==> src/rtl/quad_encoder_pkg.sv <==
// Shared definitions for the quadrature encoder counter.
//   mode_e   : resolution selection (x4 / x2 / x1)
//   fc_width : width of the per-input filter stability counter
package quad_encoder_pkg;

  typedef enum logic [1:0] {
    MODE_X4 = 2'd0,
    MODE_X2 = 2'd1,
    MODE_X1 = 2'd2
  } mode_e;

  // Counter must be able to hold FILT_LEN-1; the +1 keeps FILT_LEN=1 at 1 bit.
  function automatic int unsigned fc_width(input int unsigned filt_len);
    return $clog2(filt_len + 1);
  endfunction

endpackage

==> src/rtl/quad_encoder_counter_glitch_filter.sv <==
// Synchroniser plus stability filter for one asynchronous encoder pin.
//   clk  : clock
//   nrst : asynchronous active-low reset
//   din  : raw asynchronous pin
//   dout : synchronised, debounced level
// dout follows the synchronised input only after it has differed from dout
// for FILT_LEN consecutive cycles; shorter pulses are dropped.
module glitch_filter
  import quad_encoder_pkg::*;
#(
  parameter int unsigned SYNC_STAGES = 2,
  parameter int unsigned FILT_LEN    = 4
) (
  input  logic clk,
  input  logic nrst,
  input  logic din,
  output logic dout
);

  localparam int unsigned FC_W = fc_width(FILT_LEN);

  logic [SYNC_STAGES-1:0] sync_q;
  logic [FC_W-1:0]        fc_q, fc_d;
  logic                   filt_q, filt_d;
  logic                   synced;

  assign synced = sync_q[SYNC_STAGES-1];

  always_ff @(posedge clk or negedge nrst) begin
    if (!nrst) begin
      sync_q <= '0;
    end else begin
      sync_q <= {sync_q[SYNC_STAGES-2:0], din};
    end
  end

  always_comb begin
    fc_d   = '0;
    filt_d = filt_q;
    if (synced != filt_q) begin
      if (fc_q == FC_W'(FILT_LEN - 1)) begin
        filt_d = synced;
      end else begin
        fc_d = fc_q + FC_W'(1);
      end
    end
  end

  always_ff @(posedge clk or negedge nrst) begin
    if (!nrst) begin
      fc_q   <= '0;
      filt_q <= 1'b0;
    end else begin
      fc_q   <= fc_d;
      filt_q <= filt_d;
    end
  end

  assign dout = filt_q;

endmodule

==> src/rtl/quad_encoder_counter.sv <==
// Quadrature encoder interface: filtered A/B/index inputs, x4/x2/x1 decode,
// wrapping signed position counter with load and index zeroing, direction
// and sticky illegal-transition error.
//   clk, nrst      : clock, asynchronous active-low reset
//   incA, incB     : encoder channels (asynchronous pins)
//   idx            : index pulse (asynchronous pin)
//   load, load_val : synchronous position load
//   err_clr        : clears sticky err
//   pos            : position, two's complement, wraps
//   plus1, minus1  : one-cycle pulse per counted forward / reverse step
//   dir            : last counted direction (1 = forward)
//   err            : sticky flag, A and B changed in the same cycle
module quad_encoder_counter
  import quad_encoder_pkg::*;
#(
  parameter int unsigned CNT_W       = 16,
  parameter int unsigned SYNC_STAGES = 2,
  parameter int unsigned FILT_LEN    = 4,
  parameter int unsigned MODE        = 0,
  parameter int unsigned IDX_EN      = 1
) (
  input  logic             clk,
  input  logic             nrst,
  input  logic             incA,
  input  logic             incB,
  input  logic             idx,
  input  logic             load,
  input  logic [CNT_W-1:0] load_val,
  input  logic             err_clr,
  output logic [CNT_W-1:0] pos,
  output logic             plus1,
  output logic             minus1,
  output logic             dir,
  output logic             err
);

  localparam mode_e MODE_SEL = mode_e'(MODE);

  logic a, b, ix;
  logic pa_q, pb_q, pix_q;
  logic [CNT_W-1:0] pos_q, pos_d;
  logic plus_q, plus_d, minus_q, minus_d;
  logic dir_q, dir_d, err_q, err_d;
  logic fwd, rev, bad, cnt_fwd, cnt_rev, idx_rise;

  glitch_filter #(.SYNC_STAGES(SYNC_STAGES), .FILT_LEN(FILT_LEN)) u_filt_a (
    .clk (clk), .nrst(nrst), .din(incA), .dout(a)
  );
  glitch_filter #(.SYNC_STAGES(SYNC_STAGES), .FILT_LEN(FILT_LEN)) u_filt_b (
    .clk (clk), .nrst(nrst), .din(incB), .dout(b)
  );
  glitch_filter #(.SYNC_STAGES(SYNC_STAGES), .FILT_LEN(FILT_LEN)) u_filt_idx (
    .clk (clk), .nrst(nrst), .din(idx), .dout(ix)
  );

  always_comb begin
    fwd      = (pa_q ^ b) & ~(a ^ pb_q);
    rev      = (a ^ pb_q) & ~(pa_q ^ b);
    bad      = (a ^ pa_q) & (b ^ pb_q);
    idx_rise = (IDX_EN != 0) && ix && !pix_q;

    cnt_fwd = 1'b0;
    cnt_rev = 1'b0;
    case (MODE_SEL)
      MODE_X4: begin
        cnt_fwd = fwd;
        cnt_rev = rev;
      end
      MODE_X2: begin
        cnt_fwd = fwd & (a ^ pa_q);
        cnt_rev = rev & (a ^ pa_q);
      end
      MODE_X1: begin
        // Only the 10<->00 edge of the cycle counts, in either direction.
        cnt_fwd = fwd & pa_q & ~pb_q & ~a & ~b;
        cnt_rev = rev & ~pa_q & ~pb_q & a & ~b;
      end
      default: begin
        cnt_fwd = 1'b0;
        cnt_rev = 1'b0;
      end
    endcase

    pos_d   = pos_q;
    plus_d  = cnt_fwd;
    minus_d = cnt_rev;
    dir_d   = dir_q;
    err_d   = err_q;

    if (cnt_fwd) begin
      dir_d = 1'b1;
    end else if (cnt_rev) begin
      dir_d = 1'b0;
    end

    // Load and index override the step but the step pulse still goes out.
    if (load) begin
      pos_d = load_val;
    end else if (idx_rise) begin
      pos_d = '0;
    end else if (cnt_fwd) begin
      pos_d = pos_q + CNT_W'(1);
    end else if (cnt_rev) begin
      pos_d = pos_q - CNT_W'(1);
    end

    if (bad) begin
      err_d = 1'b1;
    end else if (err_clr) begin
      err_d = 1'b0;
    end
  end

  always_ff @(posedge clk or negedge nrst) begin
    if (!nrst) begin
      pa_q    <= 1'b0;
      pb_q    <= 1'b0;
      pix_q   <= 1'b0;
      pos_q   <= '0;
      plus_q  <= 1'b0;
      minus_q <= 1'b0;
      dir_q   <= 1'b0;
      err_q   <= 1'b0;
    end else begin
      pa_q    <= a;
      pb_q    <= b;
      pix_q   <= ix;
      pos_q   <= pos_d;
      plus_q  <= plus_d;
      minus_q <= minus_d;
      dir_q   <= dir_d;
      err_q   <= err_d;
    end
  end

  assign pos    = pos_q;
  assign plus1  = plus_q;
  assign minus1 = minus_q;
  assign dir    = dir_q;
  assign err    = err_q;

endmodule

==> config.mk <==
export PLATFORM = sky130hd
export DESIGN_NAME = quad_encoder_counter
export DESIGN_NICKNAME = d
export VERILOG_FILES = /design/src/rtl/quad_encoder_pkg.sv /design/src/rtl/quad_encoder_counter_glitch_filter.sv /design/src/rtl/quad_encoder_counter.sv
export SDC_FILE = /design/constraint.sdc
export NUM_CORES = 1
export LEC_CHECK = 0
export BUFFER_PORTS_ARGS = -buffer_cell sky130_fd_sc_hd__buf_2
export CORE_MARGIN = 5
export CORE_UTILIZATION = 60
export CTS_CLUSTER_DIAMETER = 40
export CTS_CLUSTER_SIZE = 12
export DETAILED_ROUTE_END_ITERATION = 10
export PLACE_DENSITY = 0.92
export SYNTH_ARGS = -nofsm -noshare
export SYNTH_HDL_FRONTEND = slang
export SYNTH_SLANG_ARGS = --single-unit
==> constraint.sdc <==
create_clock -name clk -period 7.1 [get_ports clk]
set_input_delay 1.42 -clock clk [delete_from_list [all_inputs] [get_ports clk]]
set_output_delay 1.42 -clock clk [all_outputs]
set_load 0.005 [all_outputs]
==> reports/metrics.yaml <==
synth_xor_area_frac: 0.0716
yosysTopAreaCellShare: 0.441
postRouteAntennaNets: 0
synth_common_cells: "dfrtp_1, ha_1, nand2_1"
fp.dieW_microns: 72.2
start_util: 0.626
viasPerCell: 5.73
setup.worst_path.start: "u_filt_b.dout$_DFFE_PN0P_"
synth_area_leaders: "dfrtp_1, ha_1, xnor2_1"
clockBufferDepth: 2
whs_endpoint: "u_filt_a.sync_q[1]$_DFF_PN0_"
cp.arrival_ns: 3.85
io_buffers: 42
setup_viol: 0
wire_per_inst_microns: 15.2
hp-class: "reg2reg"
cts_resized: 0
post_cts.repair.setup_buffers: 0
cts_sinks: 41
cts_tree: "yes"
r2r_setup_slack_ns: 3.47
fin_setup_tns_ns: 0
rsz0062_at_grt: "false"
synth_top_family_by_area: "compound AO/OA/AOI/OAI gates"
yosys-mux-area-fraction: 0.0237
regToRegEndpoint: "pos[12]$_DFFE_PN0P_"
worst-path-max-fanout: 20
synth-main-ff-cell: "dfrtp_1"
fp.dieH_microns: 72.2
period_minus_slack_ns: 3.63
max_slew_margin: 0.229
finClkSkew_ns: 0.00891
antenna_found_initial: 0
core_sq_um: 3720
min_path_cells: 0
path_class: "reg2reg"
routed_wl_microns: 4870
htreeDepth: 2
cts_hold_buf: 0
layout.nets: 318
grt_max_degree: 42
startpoint_type: "flop"
grt_pass1_wl_microns: 8420
worstMarginPinSlew_ns: 1.15
dieArea_sq_um: 5220
maxSlewViolCount: 0
drt_iter0_drc: 164
drive_gt1_frac: 0.223
root_buffer: "clkbuf_8"
ys_ff_latch: 41
multi_input_area_sq_um: 1250
slowest_stage: "inv_1"
place.detailed.instances: 313
cp_top_family: "compound AO/OA/AOI/OAI gates"
synth_seq_area_share: 0.441
register_area_sq_um: 1030
slowest_delay_ns: 0.51
fmax_mhz: 276
worstPathCellList: "xnor2_1 > inv_1 > ha_1 > inv_1 > ha_1 > a21oi_1 > nand2_1 > a31oi_1 > o21ai_1 > a311oi_1 > mux2_2 > nor2_1"
drc: 0
clock_latency_ns: 0.29
status: "finished clean"
synth_fa_ha_area_frac: 0.127
synth_cells: 226
cp.required_ns: 7.33
gp_congestion: 0.856
gr-usage-all-layers: 0.208
synth_edf_count: 0
async_flop_share: 1.00
final_cells: 321
synth.largest_area_cell: "dfrtp_1"
syn_avg_cell_area_sq_um: 10.3
ios: 43
yosysMostFrequentCell: "dfrtp_1"
grt-ovfl-total: 0
placement_rows: 22
syn2layout_area_growth_pct: 15.1
first_pass_iters: 4
cts_made_buffers: 5
synth_nets: 272
yosys_warnings: 0
cts.clk_slew.worst_paths_ns: 0.08
hold_violations: 0
synth_compound_area_frac: 0.181
grt_pass1_vias: 1858
antenna_cells: 0
synth_cell_type_count: 40
hpwl_microns: 3560
end_kind: "flop"
path_buf_inv: 2
nFillCells: 275
max-cap-violations: 0
vias: 1840
r2r-start: "u_filt_b.dout$_DFFE_PN0P_"
worstRegToRegCells: 12
fin_crit_sh: 0.511
syn_area_sq_um: 2320
hp-start: "u_filt_a.sync_q[0]$_DFF_PN0_"
synth-simple-area-share: 0.136
-- layout by cell type (no fill, tap or decap), types with 4 or more instances in the layout --
cell,n
ha_1,22
xor2_1,4
clkbuf_8,5
nor2b_1,5
nor3b_1,6
nand2_1,19
xnor2_1,15
buf_2,42
a21oi_1,16
a21o_1,5
inv_1,8
mux2_2,4
nor2_1,15
nor3_1,6
dfrtp_1,41
o21ai_0,18
-- routing by layer --
| metal | share of wire | global-route usage | vias up |
|---|---|---|---|
| met3 | 0.059 | 0.0499 | 8 |
| met2 | 0.50 | 0.350 | 52 |
| li1 | - | - | 907 |
| met1 | 0.43 | 0.258 | 873 |
| met5 | 0 | 0 | - |
| met4 | 0.018 | 0.0814 | 0 |
-- state kept, by name (all words and copies together), names as in the netlist --
signal and count:
pos 16, u_filt_a.fc_q 3, u_filt_b.fc_q 3, u_filt_idx.fc_q 3, u_filt_a.sync_q 2, u_filt_b.sync_q 2, u_filt_idx.sync_q 2, dir 1
err 1, minus1 1, pa_q 1, pb_q 1, pix_q 1, plus1 1, u_filt_a.dout 1, u_filt_b.dout 1
u_filt_idx.dout 1
-- layout make-up --
class | instances | area share
multi-input combinational | 173 | 0.469
sequential | 41 | 0.384
clock inverter | 2 | 0.00561
clock buffer | 6 | 0.0271
timing repair buffer | 43 | 0.0814
tap | 48 | 0.0225
inverter | 8 | 0.0112
-- cells by family after synthesis --
family,after synthesis
AO/OA/AOI/OAI,64
AND/OR/NAND/NOR,62
flip-flops,41
adder cells (fa/ha/maj),23
XOR/XNOR,19
buffers and inverters,12
multiplexers,5
-- how the worst max path moves through the flow --
stage / cells after the start / to
6_report: 12 / pos[12]$_DFFE_PN0P_
3_3_place_gp: 12 / pos[12]$_DFFE_PN0P_
5_1_grt: 12 / pos[12]$_DFFE_PN0P_
2_1_floorplan: 12 / pos[12]$_DFFE_PN0P_
4_1_cts: 12 / pos[12]$_DFFE_PN0P_
3_5_place_dp: 12 / pos[12]$_DFFE_PN0P_
-- stage by stage --
step                instance area, sq um  utilization  hold WS (ns)  setup WS (ns)
floorplan                           2320            -         0.331           4.01
global placement                    2590        0.696         0.332           3.74
detailed placement                  2590        0.696         0.344           3.50
CTS                                 2680        0.720         0.362           3.50
global route                        2680        0.720         0.377           3.21
finish                              2680        0.720         0.360           3.47
Power is not shown: default switching activity piles up to over one toggle a cycle in this logic, so the estimate is an artifact.
